--- src/rtl/lock_code_sender_pkg.sv ---
// Shared types and constants for the lock code sender.
// State encoding, default code and seven-segment patterns.
package lock_code_sender_pkg;

  typedef enum logic [1:0] {
    S_IDLE = 2'd0,
    S_SEND = 2'd1,
    S_DONE = 2'd2
  } state_t;

  localparam int DIGITS_DEF = 6;
  localparam int DW_DEF     = 4;

  localparam logic [6:0] SEG_OFF = 7'b1111111;

  // Factory code, slot 0 first; slots past the table reset to 0.
  function automatic logic [3:0] default_code(input int i);
    logic [3:0] v;
    v = 4'd0;
    unique case (i)
      0: v = 4'd4;
      1: v = 4'd8;
      2: v = 4'd3;
      3: v = 4'd8;
      4: v = 4'd1;
      5: v = 4'd5;
      default: v = 4'd0;
    endcase
    return v;
  endfunction

  // Active-low segments, bit order {g,f,e,d,c,b,a}.
  function automatic logic [6:0] seg_pattern(input logic [3:0] d);
    logic [6:0] s;
    s = SEG_OFF;
    unique case (d)
      4'h0: s = 7'b1000000;
      4'h1: s = 7'b1111001;
      4'h2: s = 7'b0100100;
      4'h3: s = 7'b0110000;
      4'h4: s = 7'b0011001;
      4'h5: s = 7'b0010010;
      4'h6: s = 7'b0000010;
      4'h7: s = 7'b1111000;
      4'h8: s = 7'b0000000;
      4'h9: s = 7'b0010000;
      4'ha: s = 7'b0001000;
      4'hb: s = 7'b0000011;
      4'hc: s = 7'b1000110;
      4'hd: s = 7'b0100001;
      4'he: s = 7'b0000110;
      4'hf: s = 7'b0001110;
      default: s = SEG_OFF;
    endcase
    return s;
  endfunction

endpackage

--- src/rtl/lock_code_sender_seg7_encode.sv ---
// Combinational digit to active-low seven-segment decoder.
// Digits are viewed as one hex nibble.
module seg7_encode
  import lock_code_sender_pkg::*;
#(
  parameter int DW = DW_DEF
) (
  input  logic [DW-1:0] digit,
  output logic [6:0]    seg
);

  logic [3:0] nib;

  // Map the digit nibble onto its segment image.
  always_comb begin
    nib = 4'(digit);
    seg = seg_pattern(nib);
  end

endmodule

--- src/rtl/lock_code_sender.sv ---
// Streams a stored lock code one digit at a time
// over a valid/ready link, with abort and reload.
module lock_code_sender
  import lock_code_sender_pkg::*;
#(
  parameter int DIGITS = DIGITS_DEF,
  parameter int DW     = DW_DEF
) (
  input  logic          clk,
  input  logic          reset,
  input  logic          load_en,
  input  logic [2:0]    load_idx,
  input  logic [DW-1:0] load_digit,
  input  logic          start,
  input  logic          abort,
  input  logic          digit_ready,
  output logic [DW-1:0] digit_out,
  output logic          digit_valid,
  output logic          busy,
  output logic          done,
  output logic [6:0]    HEX0
);

  state_t        state;
  logic [2:0]    idx;
  logic [DW-1:0] slots [DIGITS];
  logic          load_ok;
  logic          xfer;
  logic          last;
  logic [6:0]    seg;

  assign load_ok = load_en && (state != S_SEND)
                && (32'(load_idx) < DIGITS);
  assign xfer    = digit_valid && digit_ready;
  assign last    = (idx == 3'(DIGITS - 1));

  // Code storage; frozen while a sequence is in flight.
  always_ff @(posedge clk or posedge reset) begin
    if (reset) begin
      for (int i = 0; i < DIGITS; i++)
        slots[i] <= DW'(default_code(i));
    end else if (load_ok) begin
      slots[load_idx] <= load_digit;
    end
  end

  // Sequencer FSM with registered handshake outputs.
  always_ff @(posedge clk or posedge reset) begin
    if (reset) begin
      state       <= S_IDLE;
      idx         <= 3'd0;
      digit_out   <= '0;
      digit_valid <= 1'b0;
      busy        <= 1'b0;
      done        <= 1'b0;
    end else begin
      done <= 1'b0;
      unique case (state)
        S_IDLE: begin
          if (start) begin
            state       <= S_SEND;
            idx         <= 3'd0;
            digit_valid <= 1'b1;
            busy        <= 1'b1;
            // A same-cycle write to slot 0 must be seen.
            if (load_ok && load_idx == 3'd0)
              digit_out <= load_digit;
            else
              digit_out <= slots[0];
          end
        end
        S_SEND: begin
          if (abort) begin
            state       <= S_IDLE;
            idx         <= 3'd0;
            digit_valid <= 1'b0;
            busy        <= 1'b0;
          end else if (xfer) begin
            if (last) begin
              state       <= S_DONE;
              digit_valid <= 1'b0;
              busy        <= 1'b0;
              done        <= 1'b1;
            end else begin
              idx       <= idx + 3'd1;
              digit_out <= slots[idx + 3'd1];
            end
          end
        end
        S_DONE: begin
          state <= S_IDLE;
          idx   <= 3'd0;
        end
        default: begin
          state <= S_IDLE;
        end
      endcase
    end
  end

  seg7_encode #(.DW(DW)) u_seg (
    .digit (digit_out),
    .seg   (seg)
  );

  assign HEX0 = digit_valid ? seg : SEG_OFF;

endmodule

--- config.mk ---
export PLATFORM = sky130hd
export DESIGN_NAME = lock_code_sender
export DESIGN_NICKNAME = d
export VERILOG_FILES = /design/src/rtl/lock_code_sender_pkg.sv /design/src/rtl/lock_code_sender_seg7_encode.sv /design/src/rtl/lock_code_sender.sv
export SDC_FILE = /design/constraint.sdc
export NUM_CORES = 1
export LEC_CHECK = 0
export CAP_MARGIN = 20
export CORE_MARGIN = 2
export CORE_UTILIZATION = 30
export CTS_BUF_LIST = sky130_fd_sc_hd__clkbuf_4 sky130_fd_sc_hd__clkbuf_8
export DETAILED_ROUTE_END_ITERATION = 16
export PLACE_DENSITY_LB_ADDON = 0.12
export SYNTH_ARGS = -nofsm -noshare
export SYNTH_HDL_FRONTEND = slang
export SYNTH_SLANG_ARGS = --single-unit
--- constraint.sdc ---
create_clock -name clk -period 5.6 [get_ports clk]
set_input_delay 1.12 -clock clk [delete_from_list [all_inputs] [get_ports clk]]
set_output_delay 1.12 -clock clk [all_outputs]
set_load 0.02 [all_outputs]
==> results of run 1 <==
-- Yosys cell counts, drive strengths merged (2+ instances only) --
cell / instances / share of area [%]
a21oi: 5 / 1.2
mux2i: 9 / 4.4
a22oi: 4 / 1.5
inv: 10 / 1.9
nor4b: 2 / 2.3
nor2: 12 / 3.0
nand2: 14 / 2.6
dfrtp: 27 / 33
o311ai: 5 / 2.2
and2: 2 / 0.62
o21ai: 7 / 1.7
nor2b: 4 / 1.6
mux4: 4 / 4.4
buf: 2 / 0.62
o211ai: 2 / 0.74
nor4: 2 / 1.7
a41oi: 2 / 0.86
dfstp: 8 / 10
o221ai: 4 / 1.7
nor3b: 2 / 0.74
clkbuf: 4 / 0.74
nand2b: 3 / 0.93
mux2: 20 / 11
ha: 9 / 5.6
nor3: 2 / 0.49
-- registers in the layout, indices dropped and copies added, names as in the netlist --
signal / cells
state: 2
done: 1
slots: 24
busy: 1
digit_out: 4
idx: 3
-- worst paths after layout --
| path | endpoint | depth (start not counted) | start | slack (ns) |
|---|---|---|---|---|
| max | HEX0[1] | 6 | digit_out[0] | 2.22 |
| min | slots[9] | 1 | slots[9] | 0.49 |
| max reg2reg | digit_out[0] | 4 | idx[0] | 3.23 |
| min reg2reg | slots[9] | 1 | slots[9] | 0.49 |
| max in group asynchronous | slots[12] | 3 | reset | 4.01 |
| min in group asynchronous | done | 3 | reset | 1.23 |
-- area by class of cell --
cell class              instances  area share [%]
multi-input cells             123            43.7
flip-flops and latches         35            36.0
repair buffers                 27            10.9
well taps                      77            3.91
clock buffers                   6            3.35
inverters                      10            1.52
clock inverters                 2           0.661
-- cells by family (layout without fill, tap and decap cells) --
logic type / Yosys count / count (layout) / synth area share (%)
buf+inv: 16 / 45 / 3.21
compound gates: 34 / 34 / 11.9
simple gates: 46 / 46 / 15.2
mux: 33 / 33 / 20.0
flops: 35 / 35 / 43.7
fa+ha+maj: 9 / 9 / 5.56
xor+xnor: 1 / 1 / 0.432
-- metrics by stage --
step	hold slack (ns)	cells	util (%)	setup WS, ns
2_1_floorplan	0.453	174	-	2.74
3_3_place_gp	0.462	272	36.6	2.61
6_report	0.486	280	38.1	2.22
4_1_cts	0.494	280	38.1	2.23
3_5_place_dp	0.476	272	36.6	2.54
5_1_grt	0.516	280	38.1	2.09
-- power groups by stage --
| stage | registers (µW) | clock network, µW | logic [µW] |
|---|---|---|---|
| 2_1_floorplan | 385 | 0 | 258 |
| 3_3_place_gp | 398 | 0 | 382 |
| 3_5_place_dp | 403 | 0 | 386 |
| 4_1_cts | 399 | 200 | 387 |
| 5_1_grt | 411 | 214 | 419 |
| 6_report | 398 | 193 | 383 |
-- per-layer routing --
layer	part of all wire [%]	up-vias	wire length [µm]	track usage, %
li1	-	690	-	-
met1	44	698	1910	15.9
met2	50	38	2150	21.2
met3	5.0	7	215	2.67
met4	1.1	0	46	3.84
met5	0	-	0	0
==> run metrics, run 1 <==
status finished, final reports clean; Synth Instances 174; die area 0.00743 mm²; Worst Path Arrival 2.26 ns; Synth Flop Type dfrtp_1; Initial Utilization 31.4%; CP max stage delay 0.67 ns; Seq pwr share 40.9%; Yosys cell types 40; H-tree levels 2; Tmin final 3.38 ns; core area 0.00646 mm²; Residual DRC 0; Slew @ Worst Pin 0.632 ns; multi-input logic area 0.00108 mm²; asr flop ratio synth 100%; Ports 27; Tot GR Track Use 12.4%; HPWL after DPL 3310 µm; number of synthesized flops with an enable pin 0; postcts setup bufs 0; fin area 0.00246 mm²; vias in the first global route 1480; final setup TNS 0 ns; Sw Share 35.4%; Root Buffer Master clkbuf_8; CP Data Required Time 4.48 ns; maximum vdd ir drop 0.189 mV; Hold Crit Class reg -> reg; PwrDens 396 mW/mm²; residual overflow from global routing 0; nature of the critical path startpoint register; Slew Limit Fails 0; kind of critical path reg -> out; drt pass-1 iters 4; Area growth, synth to finish 21.5%; Yosys warning count 0; share of cells above drive strength 1 22.7%; Crit. End Element primary output; CP delay by family, top buffers and inverters; number of DRC markers in iteration 0 29; CTS Hold Buffers Added 0; placed instance area 0.00236 mm²; LEAKAGE 0.000965 µW; Fmax 0.296 GHz; largest net degree at the start of global routing 36; drt wl/cell 15.4 µm; Synth Cell Area 0.00203 mm²; diode count 0; Routed Antenna Nets 0; clk sinks 35; CTS Buf Count 5; Syn Area/Cell 11.6 µm²; Reg area 886 µm²; Crit Path Max Fanout 7; RePlAce Congestion 0.868; Pwr Total 975 µW; RSZ-0062 raised after global routing no; critical path, cell by cell inv_1 -> ha_1 -> nand2_1 -> a21bo_2 -> o311ai_0 -> clkdlybuf4s50_1; Seq/Total Area, Yosys 43.7%; Slew HR 57.6%; most common cell after layout, fill and taps aside dfrtp_1; Syn Nets 196; final wirelength 4320 µm; # setup viols final 0; first-pass GRT wire length 7160 µm; Clk Latency, worst-skew pair 0.28 ns; width of the die 86.2 µm; I/O Buffers 26; CTS tree done; Psw 345 µW; clock skew 0.00699 ns; max-cap viol count 0; most frequent cells in the layout 27 x dfrtp_1, 26 x clkdlybuf4s50_1, 16 x mux2_2; antenna violations before repair 0; flop and latch count out of synthesis 35; Resized cells post-CTS 0; via count 1433; die height 86.2 µm; Clock Power Share 19.8%; Final Hold Vio Count 0; internal power 630 µW; worst path bufs/invs 2; crit share post-route 60.3%; Post-layout nets 224; Rows 29; Clock Path Buffers 2; vias per cell 5.12; Slowest-stage cell, CP clkdlybuf4s50_1; clk slew on worst S/H paths 0.07 ns; Fill cells 648; combinational power share 39.3%
Power figures use the tool's default switching activity.
==> run 2, diff against run 1 <==
- clock period: 5.6 -> 3.1 ns (I/O delays scaled with it)
==> run 2 against run 1 <==
  * Worst setup slack lost 2.0 ns
  * Final area grew 1.5%
  * Flip-flop and latch count is the same
  * Non-clock buffer count is the same
  * Critical path depth is the same
  * Critical path type unchanged
==> run metrics, run 2 (synthesis gave the netlist of run 1 again) <==
H-tree levels 2; via count 1454; Clock Path Buffers 2; # setup viols final 0; LEAKAGE 0.000986 µW; HPWL after DPL 3300 µm; Biggest register slots; Clock Power Share 25.9%; maximum vdd ir drop 0.300 mV; CP Data Required Time 2.48 ns; nature of the critical path startpoint register; Routed Antenna Nets 0; number of DRC markers in iteration 0 51; CTS Hold Buffers Added 0; Initial Utilization 31.4%; CTS Buf Count 5; critical path, cell by cell inv_1 -> ha_1 -> nand2_1 -> a21bo_2 -> o311ai_0 -> clkdlybuf4s50_1; Final Hold Vio Count 0; Clk Latency, worst-skew pair 0.29 ns; Worst Path Arrival 2.27 ns; most common cell after layout, fill and taps aside dfrtp_1; crit share post-route 93.3%; clock skew 0.00641 ns; vias in the first global route 1460; max-cap viol count 0; die area 0.00743 mm²; first-pass GRT wire length 7180 µm; Sw Share 32.7%; Slowest-stage cell, CP clkdlybuf4s50_1; status finished, final reports clean; I/O Buffers 26; Fmax 0.346 GHz; Ports 27; Slew Limit Fails 0; postcts setup bufs 0; internal power 1290 µW; share of cells above drive strength 1 22.7%; worst path bufs/invs 2; Resized cells post-CTS 0; Area growth, synth to finish 23.3%; fin area 0.00250 mm²; clk slew on worst S/H paths 0.07 ns; Seq pwr share 37.6%; CP max stage delay 0.68 ns; combinational power share 36.5%; Crit. End Element primary output; final setup TNS 0 ns; Slew HR 54.3%; core area 0.00646 mm²; Post-layout nets 224; Hold Crit Class reg -> reg; CP delay by family, top buffers and inverters; largest net degree at the start of global routing 36; RePlAce Congestion 0.865; max reg flops 24; width of the die 86.2 µm; PwrDens 766 mW/mm²; final wirelength 4240 µm; kind of critical path reg -> out; Residual DRC 0; Tmin final 2.89 ns; CTS tree done; Crit Path Max Fanout 7; RSZ-0062 raised after global routing no; clk sinks 35; Root Buffer Master clkbuf_8; most frequent cells in the layout 27 x dfrtp_1, 26 x clkdlybuf4s50_1, 16 x mux2_2; residual overflow from global routing 0; Tot GR Track Use 12.4%; diode count 0; antenna violations before repair 0; Slew @ Worst Pin 0.680 ns; drt pass-1 iters 4; Psw 625 µW; vias per cell 5.19; die height 86.2 µm; placed instance area 0.00236 mm²; drt wl/cell 15.1 µm; biggest regs slots: 24 flops, digit_out: 4 flops, idx: 3 flops; Rows 29
## run 2: cell count changes in the layout (fill, tap and decap cells not counted)
cell / before / now
bufinv_16: 0 / 2
clkinv_4: 1 / 0
clkbuf_4: 0 / 1
clkbuf_8: 6 / 5
clkinvlp_4: 1 / 0
## run 2: final timing paths
path / start / endpoint / slack (ns) / cells past startpoint
min reg2reg: slots[8] / slots[8] / 0.49 / 1
min in group asynchronous: reset / state[0] / 0.73 / 3
max reg2reg: idx[0] / digit_out[0] / 0.78 / 4
max: digit_out[0] / HEX0[1] / 0.21 / 6
max in group asynchronous: reset / slots[22] / 2.02 / 3
min: slots[8] / slots[8] / 0.49 / 1
## run 2: per-layer routing
| metal | part of all wire, % | GRT usage (%) | routed length [µm] | vias to the layer above |
|---|---|---|---|---|
| li1 | - | - | - | 693 |
| met1 | 46 | 16.1 | 1940 | 718 |
| met2 | 48 | 19.9 | 2050 | 39 |
| met3 | 4.7 | 3.14 | 200 | 4 |
| met4 | 1.0 | 4.40 | 44 | 0 |
| met5 | 0 | 0 | 0 | - |
## run 2: layout make-up
class | count | area (µm²)
sequential | 35 | 886
clock buffer | 6 | 76.3
fill | 645 | 3960
timing repair buffer | 27 | 268
tap | 77 | 96.3
multi-input combinational | 123 | 1080
clock inverter | 2 | 60.1
inverter | 10 | 37.5
## run 2: metrics by stage
| stage | total power [µW] | hold slack (ns) | instances | util [%] | worst slack, ns |
|---|---|---|---|---|---|
| 5_1_grt | 2040 | 0.512 | 280 | 38.7 | 0.0612 |
| 2_1_floorplan | 1160 | 0.453 | 174 | - | 0.743 |
| 3_3_place_gp | 1410 | 0.462 | 272 | 36.6 | 0.618 |
| 6_report | 1910 | 0.489 | 280 | 38.7 | 0.209 |
| 3_5_place_dp | 1430 | 0.481 | 272 | 36.6 | 0.509 |
| 4_1_cts | 1930 | 0.497 | 280 | 38.7 | 0.195 |
## run 2: power by group through the flow
stage                     clock, µW  sequential [µW]  combinational, µW
after global placement            0              719                689
after floorplan                   0              696                467
after detailed placement          0              729                701
after global routing            535              741                761
final                           496              720                698
after CTS                       507              719                703
